[src/rtl/shake_fmt_pkg.sv]
// Shared types for the digest formatter: lane width, conversion mode encodings
// and the collection FSM states.
package shake_fmt_pkg;

  localparam int LANE_W = 64;

  typedef enum logic [1:0] {
    MODE_NONE       = 2'd0,
    MODE_LANE_BSWAP = 2'd1,
    MODE_FULL_REV   = 2'd2,
    MODE_LANE_SWAP  = 2'd3
  } fmt_mode_e;

  typedef enum logic [1:0] {
    ST_IDLE    = 2'd0,
    ST_COLLECT = 2'd1,
    ST_HOLD    = 2'd2
  } fmt_state_e;

  // Lane counter must be able to hold N itself, hence the extra bit.
  function automatic int lane_cnt_w(input int n_lanes);
    return $clog2(n_lanes) + 1;
  endfunction

endpackage

[src/rtl/digest_reorder.sv]
// Combinational byte/lane reordering of a collected digest according to the
// selected conversion mode.
module digest_reorder
  import shake_fmt_pkg::*;
#(
  parameter int OUT_BITS = 128
) (
  input  logic [OUT_BITS-1:0] i_data,
  input  fmt_mode_e           i_mode,
  output logic [OUT_BITS-1:0] o_data
);

  localparam int N  = OUT_BITS / LANE_W;
  localparam int NB = OUT_BITS / 8;

  function automatic logic [OUT_BITS-1:0] f_lane_bswap(input logic [OUT_BITS-1:0] d);
    logic [OUT_BITS-1:0] r;
    r = {OUT_BITS{1'b0}};
    for (int l = 0; l < N; l++) begin
      for (int b = 0; b < 8; b++) begin
        r[l*LANE_W + b*8 +: 8] = d[l*LANE_W + (7-b)*8 +: 8];
      end
    end
    return r;
  endfunction

  function automatic logic [OUT_BITS-1:0] f_full_rev(input logic [OUT_BITS-1:0] d);
    logic [OUT_BITS-1:0] r;
    r = {OUT_BITS{1'b0}};
    for (int b = 0; b < NB; b++) begin
      r[b*8 +: 8] = d[(NB-1-b)*8 +: 8];
    end
    return r;
  endfunction

  function automatic logic [OUT_BITS-1:0] f_lane_swap(input logic [OUT_BITS-1:0] d);
    logic [OUT_BITS-1:0] r;
    r = {OUT_BITS{1'b0}};
    for (int l = 0; l < N; l++) begin
      r[l*LANE_W +: LANE_W] = d[(N-1-l)*LANE_W +: LANE_W];
    end
    return r;
  endfunction

  // Select the conversion for the current mode.
  always_comb begin
    o_data = i_data;
    case (i_mode)
      MODE_NONE:       o_data = i_data;
      MODE_LANE_BSWAP: o_data = f_lane_bswap(i_data);
      MODE_FULL_REV:   o_data = f_full_rev(i_data);
      MODE_LANE_SWAP:  o_data = f_lane_swap(i_data);
      default:         o_data = i_data;
    endcase
  end

endmodule

[src/rtl/digest_formatter.sv]
// Collects N = OUT_BITS/64 squeezed lanes into a digest and emits it reordered.
// Define DIGEST_FMT_FRAME_CHECK_EN to enable in_last framing-error pulses on err.
module digest_formatter
  import shake_fmt_pkg::*;
#(
  parameter int         OUT_BITS = 128,
  parameter logic [1:0] DEF_MODE = 2'd0
) (
  input  logic                clk,
  input  logic                rst,
  input  logic [1:0]          mode,
  input  logic                mode_ovr,
  input  logic [LANE_W-1:0]   in_lane,
  input  logic                in_valid,
  output logic                in_ready,
  input  logic                in_last,
  output logic [OUT_BITS-1:0] out_data,
  output logic                out_valid,
  input  logic                out_ready,
  output logic                err
);

  localparam int N     = OUT_BITS / LANE_W;
  localparam int CNT_W = lane_cnt_w(N);

  fmt_state_e          r_state;
  fmt_state_e          w_state_nxt;
  logic [CNT_W-1:0]    r_cnt;
  logic [OUT_BITS-1:0] r_buf;
  fmt_mode_e           r_mode;
  logic [OUT_BITS-1:0] r_out_data;
  logic                r_out_valid;
  logic                r_in_ready;
  logic                r_err;

  fmt_mode_e           w_eff_mode;
  fmt_mode_e           w_mode_use;
  logic                w_accept;
  logic                w_first_lane;
  logic                w_last_lane;
  logic                w_out_fire;
  logic [OUT_BITS-1:0] w_buf_nxt;
  logic [OUT_BITS-1:0] w_conv;

  assign w_eff_mode   = mode_ovr ? fmt_mode_e'(mode) : fmt_mode_e'(DEF_MODE);
  assign w_accept     = in_valid & r_in_ready;
  assign w_first_lane = (r_cnt == CNT_W'(0));
  assign w_last_lane  = (r_cnt == CNT_W'(N-1));
  assign w_out_fire   = r_out_valid & out_ready;
  // Lane 0 is converted with the mode being latched on that same edge (N=1 case).
  assign w_mode_use   = w_first_lane ? w_eff_mode : r_mode;

  // Buffer image including the lane arriving this cycle, so the last lane needs no extra cycle.
  always_comb begin
    w_buf_nxt = r_buf;
    for (int k = 0; k < N; k++) begin
      if (r_cnt == CNT_W'(k)) begin
        w_buf_nxt[k*LANE_W +: LANE_W] = in_lane;
      end else begin
        w_buf_nxt[k*LANE_W +: LANE_W] = r_buf[k*LANE_W +: LANE_W];
      end
    end
  end

  digest_reorder #(
    .OUT_BITS (OUT_BITS)
  ) u_reorder (
    .i_data (w_buf_nxt),
    .i_mode (w_mode_use),
    .o_data (w_conv)
  );

  // FSM state register.
  always_ff @(posedge clk or posedge rst) begin
    if (rst) begin
      r_state <= ST_IDLE;
    end else begin
      r_state <= w_state_nxt;
    end
  end

  // FSM next-state logic.
  always_comb begin
    w_state_nxt = r_state;
    case (r_state)
      ST_IDLE: begin
        if (w_accept && w_last_lane) begin
          w_state_nxt = ST_HOLD;
        end else if (w_accept) begin
          w_state_nxt = ST_COLLECT;
        end else begin
          w_state_nxt = ST_IDLE;
        end
      end
      ST_COLLECT: begin
        if (w_accept && w_last_lane) begin
          w_state_nxt = ST_HOLD;
        end else begin
          w_state_nxt = ST_COLLECT;
        end
      end
      ST_HOLD: begin
        if (w_out_fire) begin
          w_state_nxt = ST_IDLE;
        end else begin
          w_state_nxt = ST_HOLD;
        end
      end
      default: w_state_nxt = ST_IDLE;
    endcase
  end

  // Lane buffer, counter, latched mode and registered output handshake.
  always_ff @(posedge clk or posedge rst) begin
    if (rst) begin
      r_cnt       <= CNT_W'(0);
      r_buf       <= {OUT_BITS{1'b0}};
      r_mode      <= fmt_mode_e'(DEF_MODE);
      r_out_data  <= {OUT_BITS{1'b0}};
      r_out_valid <= 1'b0;
      r_in_ready  <= 1'b0;
    end else begin
      r_in_ready <= (w_state_nxt != ST_HOLD);
      if (w_accept) begin
        r_buf <= w_buf_nxt;
        r_cnt <= r_cnt + CNT_W'(1);
        if (w_first_lane) begin
          r_mode <= w_eff_mode;
        end
        if (w_last_lane) begin
          r_out_data  <= w_conv;
          r_out_valid <= 1'b1;
        end
      end else if (w_out_fire) begin
        r_out_valid <= 1'b0;
        r_cnt       <= CNT_W'(0);
      end
    end
  end

`ifdef DIGEST_FMT_FRAME_CHECK_EN
  // Flag lanes whose in_last marker disagrees with their position in the digest.
  always_ff @(posedge clk or posedge rst) begin
    if (rst) begin
      r_err <= 1'b0;
    end else begin
      r_err <= w_accept & (in_last != w_last_lane);
    end
  end
`else
  logic w_unused;
  assign w_unused = in_last;

  // Framing check disabled: err is held low.
  always_ff @(posedge clk or posedge rst) begin
    if (rst) begin
      r_err <= 1'b0;
    end else begin
      r_err <= 1'b0;
    end
  end
`endif

  assign in_ready  = r_in_ready;
  assign out_data  = r_out_data;
  assign out_valid = r_out_valid;
  assign err       = r_err;

endmodule

[config.mk]
export PLATFORM = sky130hd
export DESIGN_NAME = digest_formatter
export DESIGN_NICKNAME = d
export VERILOG_FILES = /design/src/rtl/shake_fmt_pkg.sv /design/src/rtl/digest_reorder.sv /design/src/rtl/digest_formatter.sv
export SDC_FILE = /design/constraint.sdc
export NUM_CORES = 1
export LEC_CHECK = 0
export ABC_AREA = 0
export BUFFER_PORTS_ARGS = -buffer_cell sky130_fd_sc_hd__clkbuf_2
export CORE_ASPECT_RATIO = 0.75
export CORE_MARGIN = 1.5
export CORE_UTILIZATION = 54
export CTS_BUF_LIST = sky130_fd_sc_hd__clkbuf_8
export DETAILED_ROUTE_END_ITERATION = 8
export GPL_ROUTABILITY_DRIVEN = 0
export HOLD_SLACK_MARGIN = 0.1
export PLACE_DENSITY = 0.79
export SYNTH_ARGS = -nofsm -noshare
export SYNTH_HDL_FRONTEND = slang
export SYNTH_SLANG_ARGS = --single-unit
[constraint.sdc]
create_clock -name clk -period 7.9 [get_ports clk]
set_input_delay 0.79 -clock clk [delete_from_list [all_inputs] [get_ports clk]]
set_output_delay 0.79 -clock clk [all_outputs]
set_load 0.02 [all_outputs]
**Word level (Yosys, flattened, before mapping)**

Index checks and enable logic that the tools add are counted.
Widths: inputs -> output; s select.

- Flip-flop bits (word level): 264
- Input port bits: 72
- Output and inout port bits: 131

- $add $sub $neg: 1
- Eq/ne operators: 8
- Multiplexer cells: 15
- Bitwise gates (word level): 2
- Reduce and logical (&&, ||, !) cells: 7

Operators by type and width:

| operator | number |
|---|---|
| $pmux 128 s4 | 1 |
| $mux 64 | 2 |
| $mux 2 | 7 |
| $eq 2x1->1 const B | 3 |
| $eq 2x2->1 const B | 3 |
| $logic_not 2->1 | 3 |
| $pmux 2 s3 | 1 |
| $mux 1 | 4 |
| $reduce_and 2->1 | 2 |
| $add 2x1->2 const B | 1 |
| $and 1x1->1 | 2 |
| $ne 2x1->1 const B | 1 |
| $ne 2x2->1 const B | 1 |
| $reduce_bool 2->1 | 1 |
| $logic_and 1x1->1 | 1 |

**Logic depth before layout (Yosys ltp)**

Gate-level depths: netlist of run 1.

- Word-level depth: 5
- Gate-level depth with buffers: 10
- Depth with buffers taken out: 6

**Modules after synthesis**

A second synthesis of run 1 with hierarchy kept.

- Cells, all modules: 879
- Area, all modules: 15208.3 µm²

Modules (own cells, without submodules):

| module | instances | cells each | area each (µm²) | sequential area each (µm²) |
|---|---|---|---|---|
| digest_formatter | 1 | 723 | 12081.6 | 6606.3 |
| digest_reorder | 1 | 156 | 3126.7 | 0.0 |

**Least setup slack after synthesis of run 1**

OpenSTA, ideal clock, no wires.

- Kind: input port to flip-flop
- From: input mode_ovr
- To: register r_out_data[29] (netlist: out_data[29])
- Setup time: 0.077 ns
- Data arrival time: 2.186 ns
- Path slack: 5.638 ns
- Cell stages on the path: 7
- Path buffers: 3
- Cells stage by stage: buf_2 -> and3_1 -> buf_4 -> nor2_4 -> buf_6 -> mux4_2 -> o21ai_1

- Word-level cells in the longest chain between the ends: 4
- Elaborated cells between the ends (all ways): 7
- Classes of those cells: eq/ne (3); mux (3); reduce/logical (1)

Ends and longest elaborated chain:

| item | RTL line | RTL |
|---|---|---|
| start: declaration | digest_formatter.sv:12 | `input logic mode_ovr,` |
| $mux 2 * | digest_formatter.sv:45 | `assign w_eff_mode = mode_ovr ? fmt_mode_e'(mode) : fmt_mode_e'(DEF_MODE);` |
| $mux 2 * | n/a |  |
| $eq 2x2->1 (tied with other cells) | digest_reorder.sv:48 | `case (i_mode)` |
| $pmux 128 s4 * | digest_reorder.sv:48 |  |
| end signal: assignment | digest_formatter.sv:119 | `r_out_data <= {OUT_BITS{1'b0}};` |
| end signal: assignment | digest_formatter.sv:131 | `r_out_data <= w_conv;` |
| end: declaration | digest_formatter.sv:31 | `logic [OUT_BITS-1:0] r_out_data;` |

Mark *: on every way between the ends. The rest lies on a longest branch, timed or not.
A chain may end at the register's enable or synchronous reset.

**Worst setup path in the final report of run 1**

- From: register r_cnt[0]
- To: register r_out_data[28] (netlist: out_data[28])

- Word-level cells in the longest chain between the ends: 4
- Elaborated cells between the ends (all ways): 11
- Classes of those cells: eq/ne (4); mux (4); reduce/logical (3)

Ends and longest elaborated chain:

| item | RTL line | RTL |
|---|---|---|
| start: declaration | digest_formatter.sv:28 | `logic [CNT_W-1:0] r_cnt;` |
| start signal: assignment | digest_formatter.sv:126 | `r_cnt <= r_cnt + CNT_W'(1);` |
| $logic_not 2->1 | digest_formatter.sv:47, digest_formatter.sv:57 |  |
| $mux 2 | n/a |  |
| $eq 2x2->1 (tied with other cells) | digest_reorder.sv:48 |  |
| $pmux 128 s4 | digest_reorder.sv:48 |  |

Several ways; a longest one is shown, not always the timed one.

==> results.md, run 1 <==
- Status: finished, final reports clean
- Input/output buffers: 200
- Crit Path Max Fanout: 45
- Final WL: about 45000 microns
- Final setup vio count: 0
- Largest net degree at the start of global routing: 189
- CP arrival: between 4 and 5 ns
- Row cnt: 51
- Worst reg2reg setup slack: 3.97 ns
- Post-synth top area cell: dfrtp_1
- CP Launch Type: flip-flop
- Yosys warning count: 0
- Post-CTS sizing: 0
- Hold depth: 2
- Most frequent cell after synthesis: nand2_1
- TritonCTS clock tree: yes
- Buffer count from post-CTS setup fixing: 0
- Post-route minimum period: around 4 ns
- Clk slew on worst S/H paths: roughly 0.060 ns
- CTS Hold Bufs: 0
- DR DRC count: 0
- # nets final: around 1.7k
- Average size of a mapped cell: 9.83 sq um
- DIE HEIGHT: ~140 microns
- Measured slew at the worst slew-check pin: about 1.2 ns
- First-pass GRT wire length: approximately 70000 microns
- Buffers & Inverters on Critical Path: 3
- Primary FF master, synth: dfrtp_1
- Initial antenna violation count: 5
- Fin. max-slew vios: 0
- Largest cells by area after synthesis: dfrtp_1, mux2i_1, nand2_1
- Vias in the first global route: about 12k
- Cell family with most CP delay: buffers and inverters
- Worst VDD drop: roughly 290 uV
- Synth Cell Area: roughly 0.014 sq mm
- P&R area growth vs syn: 12.9%
- Worst setup margin: a little under 4 ns
- H-Tree Depth: 2
- CP max-delay cell: nor2_4
- Antenna viol nets, final: 0
- Starting density of the core: a little under three fifths
- Post-route setup TNS: 0 ns
- Cell area after layout: between 0.015 and 0.02 sq mm
- RR Endpoint: out_data[28]$_DFFE_PP0P_
- Fmax: around 0.25 GHz
- TritonCTS Buffers: 44
- Min-Delay Endpoint: out_valid$_DFFE_PP0P_
- Core area: between 0.02 and 0.03 sq mm
- Max incr delay on CP: slightly above 0.8 ns
- Cell repeated most along the worst path: buf_4
- Worst EP required: 8.37 ns
- Crit path capture type: flip-flop
- Global router's overall resource usage: between 30% and 40%
- Worst R2R Start: r_cnt[0]$_DFFE_PP0P_
- MaxCap Viol Count: 0
- Setup WS pre-CTS: 4.01 ns
- Synth cell count leaders: nand2_1, dfrtp_1, mux2i_1
- Worst-skew pair later-pin latency: around 0.57 ns
- Net Count, Synth: between 1.5k and 2k
- Pwr per Cell Area: between 400 and 500 mW/mm^2
- Register area share after synthesis: about 46%
- Post-Synthesis Cells: between 1k and 1.5k
- Setup Skew: between 0.02 and 0.025 ns
- Cell count after placement: roughly 1.9k
- CTS Sinks: roughly 260
- Asr flop ratio synth: 100%
- Clock root cell: clkbuf_8
- Ports: 203
- Number of DRC markers in iteration 0: about 1.4k
- Die W: 192 microns
- FF-to-FF path depth: 8
- CTS Buffer Depth: 3
- Final period util: between 40% and 50%
- GR Overflow Total: 0
- Vias: between 10k and 15k
- Dpl hpwl: about 26000 microns
- Crit path from: r_cnt[0]$_DFFE_PP0P_
- Fin cells: 1975
- Yosys reg bits: 264
- Critical path type: reg2reg
- Avg WL per Cell: between 20 and 25 microns
- Die area: 0.0278 sq mm
- Max-slew headroom: 22.3%
- EDFF count, synth: 0
- Cell Area, Placed: around 0.016 sq mm
- Layout cells sized above 1: about 27%
- Hold Crit Class: in2reg
- Post-synth top area share: 45.6%
- Min-delay src: out_ready
- LEAKAGE: roughly 7.5 nW
- RSZ-0062 raised after global routing: no
- Vias/cell: about 6.4
- Worst-path cell chain: inv_1 -> ha_1 -> and3_1 -> buf_4 -> nor2_4 -> buf_4 -> mux4_2 -> o21ai_1
- Hold Vio Cnt, Final: 0
- Synth unique cells: 44
- Initial DRT Pass Iterations: 6
==> area by class of cell <==
| class | instances | area [sq um] |
|---|---|---|
| Timing Repair Buffer | 219 | 1160 |
| Clock buffer | 54 | 743 |
| Inverter | 4 | 18.8 |
| Antenna cell | 2 | 5.00 |
| Multi-Input combinational cell | 1070 | 7300 |
| Tap cell | 344 | 430 |
| Sequential cell | 264 | 6610 |
| Fill cell | 2188 | 9800 |
| Clock inverter | 18 | 100 |
==> cells by family after synthesis <==
logic type,synth area share [%]
simple gates,12.1
compound gates,18.8
flops,45.6
mux,18.5
buf+inv,4.67
fa+ha+maj,0.259
other cells,0.0259
==> flip-flops by register name, summed over array words and instances (netlist names) <==
name / count
r_buf: 128
in_ready: 1
r_mode: 2
out_valid: 1
r_cnt: 2
r_state: 2
out_data: 128
==> worst max-delay path by stage <==
| stage | to | slack [ns] | cells past startpoint |
|---|---|---|---|
| 2_1_floorplan | in_ready$_DFF_PP0_ | 3.63 | 1 |
| 3_3_place_gp | out_data[28]$_DFFE_PP0P_ | 4.12 | 8 |
| 3_5_place_dp | out_data[28]$_DFFE_PP0P_ | 4.01 | 8 |
| 4_1_cts | out_data[28]$_DFFE_PP0P_ | 4.01 | 8 |
| 5_1_grt | out_data[28]$_DFFE_PP0P_ | 3.76 | 8 |
| 6_report | out_data[28]$_DFFE_PP0P_ | 3.97 | 8 |
==> routing by layer <==
metal	track usage, %	vias to the layer above	share of wire, %
li1	-	5572	-
met1	45.8	6151	42
met2	47.3	777	44
met3	7.62	116	12
met4	11.2	4	2.4
met5	0	-	0.056
==> placed cells by master (no fill, tap or decap), drive strengths merged, types with 2 or more instances in the layout <==
master,count
a31oi,3
and2,3
mux2i,132
diode,2
clkbuf,254
o21ai,163
nor2b,2
o2bb2ai,5
dfrtp,264
a21oi,68
mux2,59
nand3,35
a221o,31
buf,19
o211ai,2
o22ai,58
o221a,31
a211oi,31
nor2,69
mux4,31
nand2,329
inv,19
ha,3
and3,2
==> where the power goes <==
part           switching (mW)  leakage, nW  internal [mW]  total [mW]
clock                   0.559        0.491          0.643        1.20
sequential              0.389         3.24           1.99        2.38
combinational            2.76         3.79           1.64        4.39
total                    3.70         7.52           4.27        7.97
==> per-stage QoR <==
step | total power [mW] | utilization (%) | hold WS (ns)
6_report | 7.97 | 62.5 | 0.447
5_1_grt | 8.42 | 62.5 | 0.457
4_1_cts | 7.92 | 62.5 | 0.428
3_5_place_dp | 6.70 | 59.3 | 0.448
3_3_place_gp | 6.57 | 59.3 | 0.429
2_1_floorplan | 5.50 | - | 0.425
No activity file was read; power rests on OpenSTA's default activity.
==> inputs of run 2 (changes only) <==
--- a/config.mk
+++ b/config.mk
@@ -5,7 +5,7 @@
 export SDC_FILE = /design/constraint.sdc
 export NUM_CORES = 1
 export LEC_CHECK = 0
-export ABC_AREA = 0
+export ABC_AREA = 1
 export BUFFER_PORTS_ARGS = -buffer_cell sky130_fd_sc_hd__clkbuf_2
 export CORE_ASPECT_RATIO = 0.75
 export CORE_MARGIN = 1.5
@@ -14,7 +14,7 @@
 export DETAILED_ROUTE_END_ITERATION = 8
 export GPL_ROUTABILITY_DRIVEN = 0
 export HOLD_SLACK_MARGIN = 0.1
-export PLACE_DENSITY = 0.79
+export PLACE_DENSITY = 0.78
 export SYNTH_ARGS = -nofsm -noshare
 export SYNTH_HDL_FRONTEND = slang
 export SYNTH_SLANG_ARGS = --single-unit
==> constraint.sdc (replaced) <==
create_clock -name clk -period 3.5 [get_ports clk]
set_input_delay 0.35 -clock clk [delete_from_list [all_inputs] [get_ports clk]]
set_output_delay 0.35 -clock clk [all_outputs]
set_load 0.02 [all_outputs]
==> run 2 against run 1 <==
Compared with the run above: clock power is 130% higher; synthesized cell count is 54% higher; synthesized area increased by 4.3%; setup slack worse by 3.2 ns; critical path depth up 3; design area increased by 4.7%; clock-buffer cell count is 3 higher; maximum frequency is 45% higher; sequential share of layout area decreased by 1.8 points; cell count rose by 40%; critical endpoint is now out_data[73]$_DFFE_PP0P_; die area grew 4.2%.
==> results.md, run 2 <==
- Status: finished, final reports clean
- Post-Synthesis Cells: 2266 (+54%)
- Initial antenna violation count: 0 (-5)
- Met2 Use GR: 45.2% (-2.2 points)
- Measured slew at the worst slew-check pin: 1.02 ns (-0.143 ns)
- Primary FF master, synth: dfrtp_1
- Cell Area, Placed: 0.0162 sq mm (+4.6%)
- MaxCap Viol Count: 0 (unchanged)
- Vias/cell: 5.41 (-15%)
- FF-to-FF path depth: 11 (+3)
- Clock share of power: 15.1% (about the same)
- Crit path capture type: flip-flop
- Max-slew headroom: 32.1% (+9.8 points)
- Most frequent cells in the layout: nand2_1, o21ai_0, inv_1
- Hold Vio Cnt, Final: 0 (unchanged)
- Synth Cell Area: 0.0151 sq mm (+4.3%)
- Synth unique cells: 22 (-50%)
- Final setup vio count: 0 (unchanged)
- TritonCTS clock tree: yes
- Dpl hpwl: 25700 microns (+0.45%)
- P&R area growth vs syn: 13.3%
- Cell area after layout: 0.0171 sq mm (+4.7%)
- Crit Path Max Fanout: 63 (+40%)
- Initial DRT Pass Iterations: 6 (unchanged)
- Pwr per Cell Area: 1050 mW/mm^2 (+120%)
- Worst EP required: 4.00 ns (-4.37 ns)
- Worst VDD drop: 683 uV (+140%)
- Avg WL per Cell: 15.1 microns (-33%)
- Die W: 196 microns (+2.1%)
- CP arrival: 3.20 ns (-1.20 ns)
- Final period util: 77.3% (+28 points)
- Psw: 9.29 mW (+150%)
- Die area: 0.0290 sq mm (+4.2%)
- CTS Sinks: 264 (unchanged)
- Critical path type: reg2reg
- Buffer count from post-CTS setup fixing: 0 (unchanged)
- CP max-delay cell: nor2_4
- Core area: 0.0273 sq mm (+4.2%)
- Part of the power in registers: 27.3% (-2.5 points)
- # nets final: 2461 (+47%)
- Post-route setup TNS: 0 ns (unchanged)
- Post-CTS sizing: 0 (unchanged)
- Min-Delay Endpoint: r_buf[102]$_DFFE_PP0N_
- Cell family with most CP delay: simple AND/OR/NAND/NOR gates
- CTS Buffer Depth: 3 (unchanged)
- Cell repeated most along the worst path: nand2_1
- Worst reg2reg setup slack: 0.79 ns (-3.18 ns)
- Starting density of the core: 55.4% (about the same)
- Clock root cell: clkbuf_8
- RSZ-0062 raised after global routing: no
- ANT cells: 0 (-2)
- CP Launch Type: flip-flop
- Register area share after synthesis: 43.7% (-1.9 points)
- Ports: 203 (unchanged)
- Vias in the first global route: 14.0k (+15%)
- Yosys reg bits: 264 (unchanged)
- H-Tree Depth: 2 (unchanged)
- Switching Share: 51.5% (+5.0 points)
- Layout cells sized above 1: 12.2% (-15 points)
- Min-delay src: in_lane[38]
- Number of DRC markers in iteration 0: 1465 (+1.8%)
- RR Endpoint: out_data[73]$_DFFE_PP0P_
- Worst-path cell chain: inv_1 -> ha_1 -> inv_2 -> nand2_1 -> nand2_4 -> nor2_4 -> buf_12 -> nand2_1 -> nand3_1 -> nand2_1 -> nand2_1
- Max incr delay on CP: 0.51 ns (-0.30 ns)
- Fmax: 0.369 GHz (+45%)
- Post-synth top area share: 43.7% (-1.9 points)
- Yosys warning count: 0 (unchanged)
- Average size of a mapped cell: 6.67 sq um (-32%)
- Pint: 8.76 mW (+110%)
- Hold depth: 5 (+3)
- Worst setup margin: 0.794 ns (-3.18 ns)
- GRT met1 Usage: 41.5% (-4.3 points)
- M3 GR Usage: 6.37% (-1.3 points)
- Vias: 15.0k (+19%)
- LEAKAGE: 9.44 nW (+26%)
- Asr flop ratio synth: 100% (unchanged)
- Fin util: 62.8% (+0.31 points)
- GR Overflow Total: 0 (unchanged)
- Buffers & Inverters on Critical Path: 3 (unchanged)
- EDFF count, synth: 0 (unchanged)
- Gate power share: 57.6% (+2.5 points)
- DIE HEIGHT: 148 microns (+2.1%)
- Pwr Total: 18.1 mW (+130%)
- Worst-skew pair later-pin latency: 0.57 ns (about the same)
- Post-synth top area cell: dfrtp_1
- Synth cell count leaders: nand2_1, o21ai_0, dfrtp_1, inv_1, nand3_1
- Largest cells by area after synthesis: dfrtp_1, nand2_1, o21ai_0
- Global router's overall resource usage: 29.1% (-2.8 points)
- Most common cell after layout, fill and taps aside: nand2_1
- Most frequent cell after synthesis: nand2_1
- Post-route minimum period: 2.71 ns (-1.22 ns)
- Final WL: 41700 microns (-6.5%)
- TritonCTS Buffers: 45 (+2.3%)
- Antenna viol nets, final: 0 (unchanged)
- Row cnt: 52 (+2.0%)
- Worst R2R Start: r_cnt[0]$_DFFE_PP0P_
- Fin. max-slew vios: 0 (unchanged)
- Hold Crit Class: in2reg
- Setup Skew: 0.0143 ns (-0.0102 ns)
- Net Count, Synth: 2341 (+51%)
- First-pass GRT wire length: 69000 microns (+0.45%)
- Most Crowded Layer GR: met2
- Largest net degree at the start of global routing: 261 (+38%)
- CTS Hold Bufs: 4 (+4)
- Input/output buffers: 200 (unchanged)
- Clk slew on worst S/H paths: 0.07 ns (about the same)
- Setup WS pre-CTS: 0.838 ns (-3.17 ns)
- DR DRC count: 0 (unchanged)
## run 2: cell count changes in the layout (fill, tap and decap cells not counted), moves of 30 or more
cell,previous run,this run
mux2i_1,132,0
o21ai_0,119,439
a221o_1,31,0
mux4_2,31,0
o221a_2,31,0
nand3_1,34,136
o21ai_1,44,74
a211oi_1,31,0
nand2_1,324,916
mux2_2,59,0
nor2_1,68,3
inv_1,18,280
a21oi_1,68,0
## run 2: final cells by class
type | instances | area [sq um]
repair buffers | 226 | 1340
inverters | 267 | 1010
multi-input cells | 1582 | 6860
fillers | 2482 | 10100
clock inverters | 20 | 83.8
well taps | 351 | 439
clock buffers | 57 | 785
flip-flops and latches | 264 | 6610
## run 2: power by group through the flow
| stage | clock network [mW] | registers [mW] | logic [mW] |
|---|---|---|---|
| after CTS | 2.78 | 4.92 | 10.3 |
| after detailed placement | 0 | 4.96 | 10.2 |
| after floorplan | 0 | 5.58 | 6.84 |
| after global placement | 0 | 4.93 | 9.86 |
| after global routing | 2.91 | 5.05 | 11.7 |
| final | 2.72 | 4.93 | 10.4 |
## run 2: cells by family (layout without fill, tap and decap cells)
family                   after synthesis  after routing  share of synthesized area [%]
adder cells (fa/ha/maj)                3              3                          0.248
flip-flops                           264            264                           43.7
AO/OA/AOI/OAI                        515            515                           17.1
AND/OR/NAND/NOR                     1063           1063                           27.7
buffers and inverters                420            570                           11.3
other                                  1              1                         0.0248
## run 2: worst max-delay path by stage
| stage | from | endpoint | slack, ns | cells after the start |
|---|---|---|---|---|
| floorplan | rst | in_ready$_DFF_PP0_ | -0.33 | 1 |
| global placement | r_cnt[0]$_DFFE_PP0P_ | out_data[96]$_DFFE_PP0P_ | 0.96 | 11 |
| detailed placement | r_cnt[0]$_DFFE_PP0P_ | out_data[110]$_DFFE_PP0P_ | 0.84 | 11 |
| CTS | r_cnt[0]$_DFFE_PP0P_ | out_data[110]$_DFFE_PP0P_ | 0.83 | 11 |
| global route | r_cnt[0]$_DFFE_PP0P_ | out_data[73]$_DFFE_PP0P_ | 0.59 | 11 |
| finish | r_cnt[0]$_DFFE_PP0P_ | out_data[73]$_DFFE_PP0P_ | 0.79 | 11 |
## run 2: metrics by stage
| stage | std cells | hold slack (ns) |
|---|---|---|
| after CTS | 2767 | 0.229 |
| after detailed placement | 2686 | 0.450 |
| after global placement | 2686 | 0.430 |
| final | 2767 | 0.265 |
| after floorplan | 2266 | 0.422 |
| after global routing | 2767 | 0.280 |
## run 2: metal layers
metal	routed length [microns]	up-vias
met1	18800	6918
li1	-	7346
met3	3880	72
met2	18400	647
met4	620	0
met5	0	-
## run 2: worst min-delay path, delay by kind of cell
kind                   cells  cell delay (ns)
buffers and inverters      1             0.09
and+or+nand+nor            2             0.11
AOI/OAI and AO/OA          2             0.24
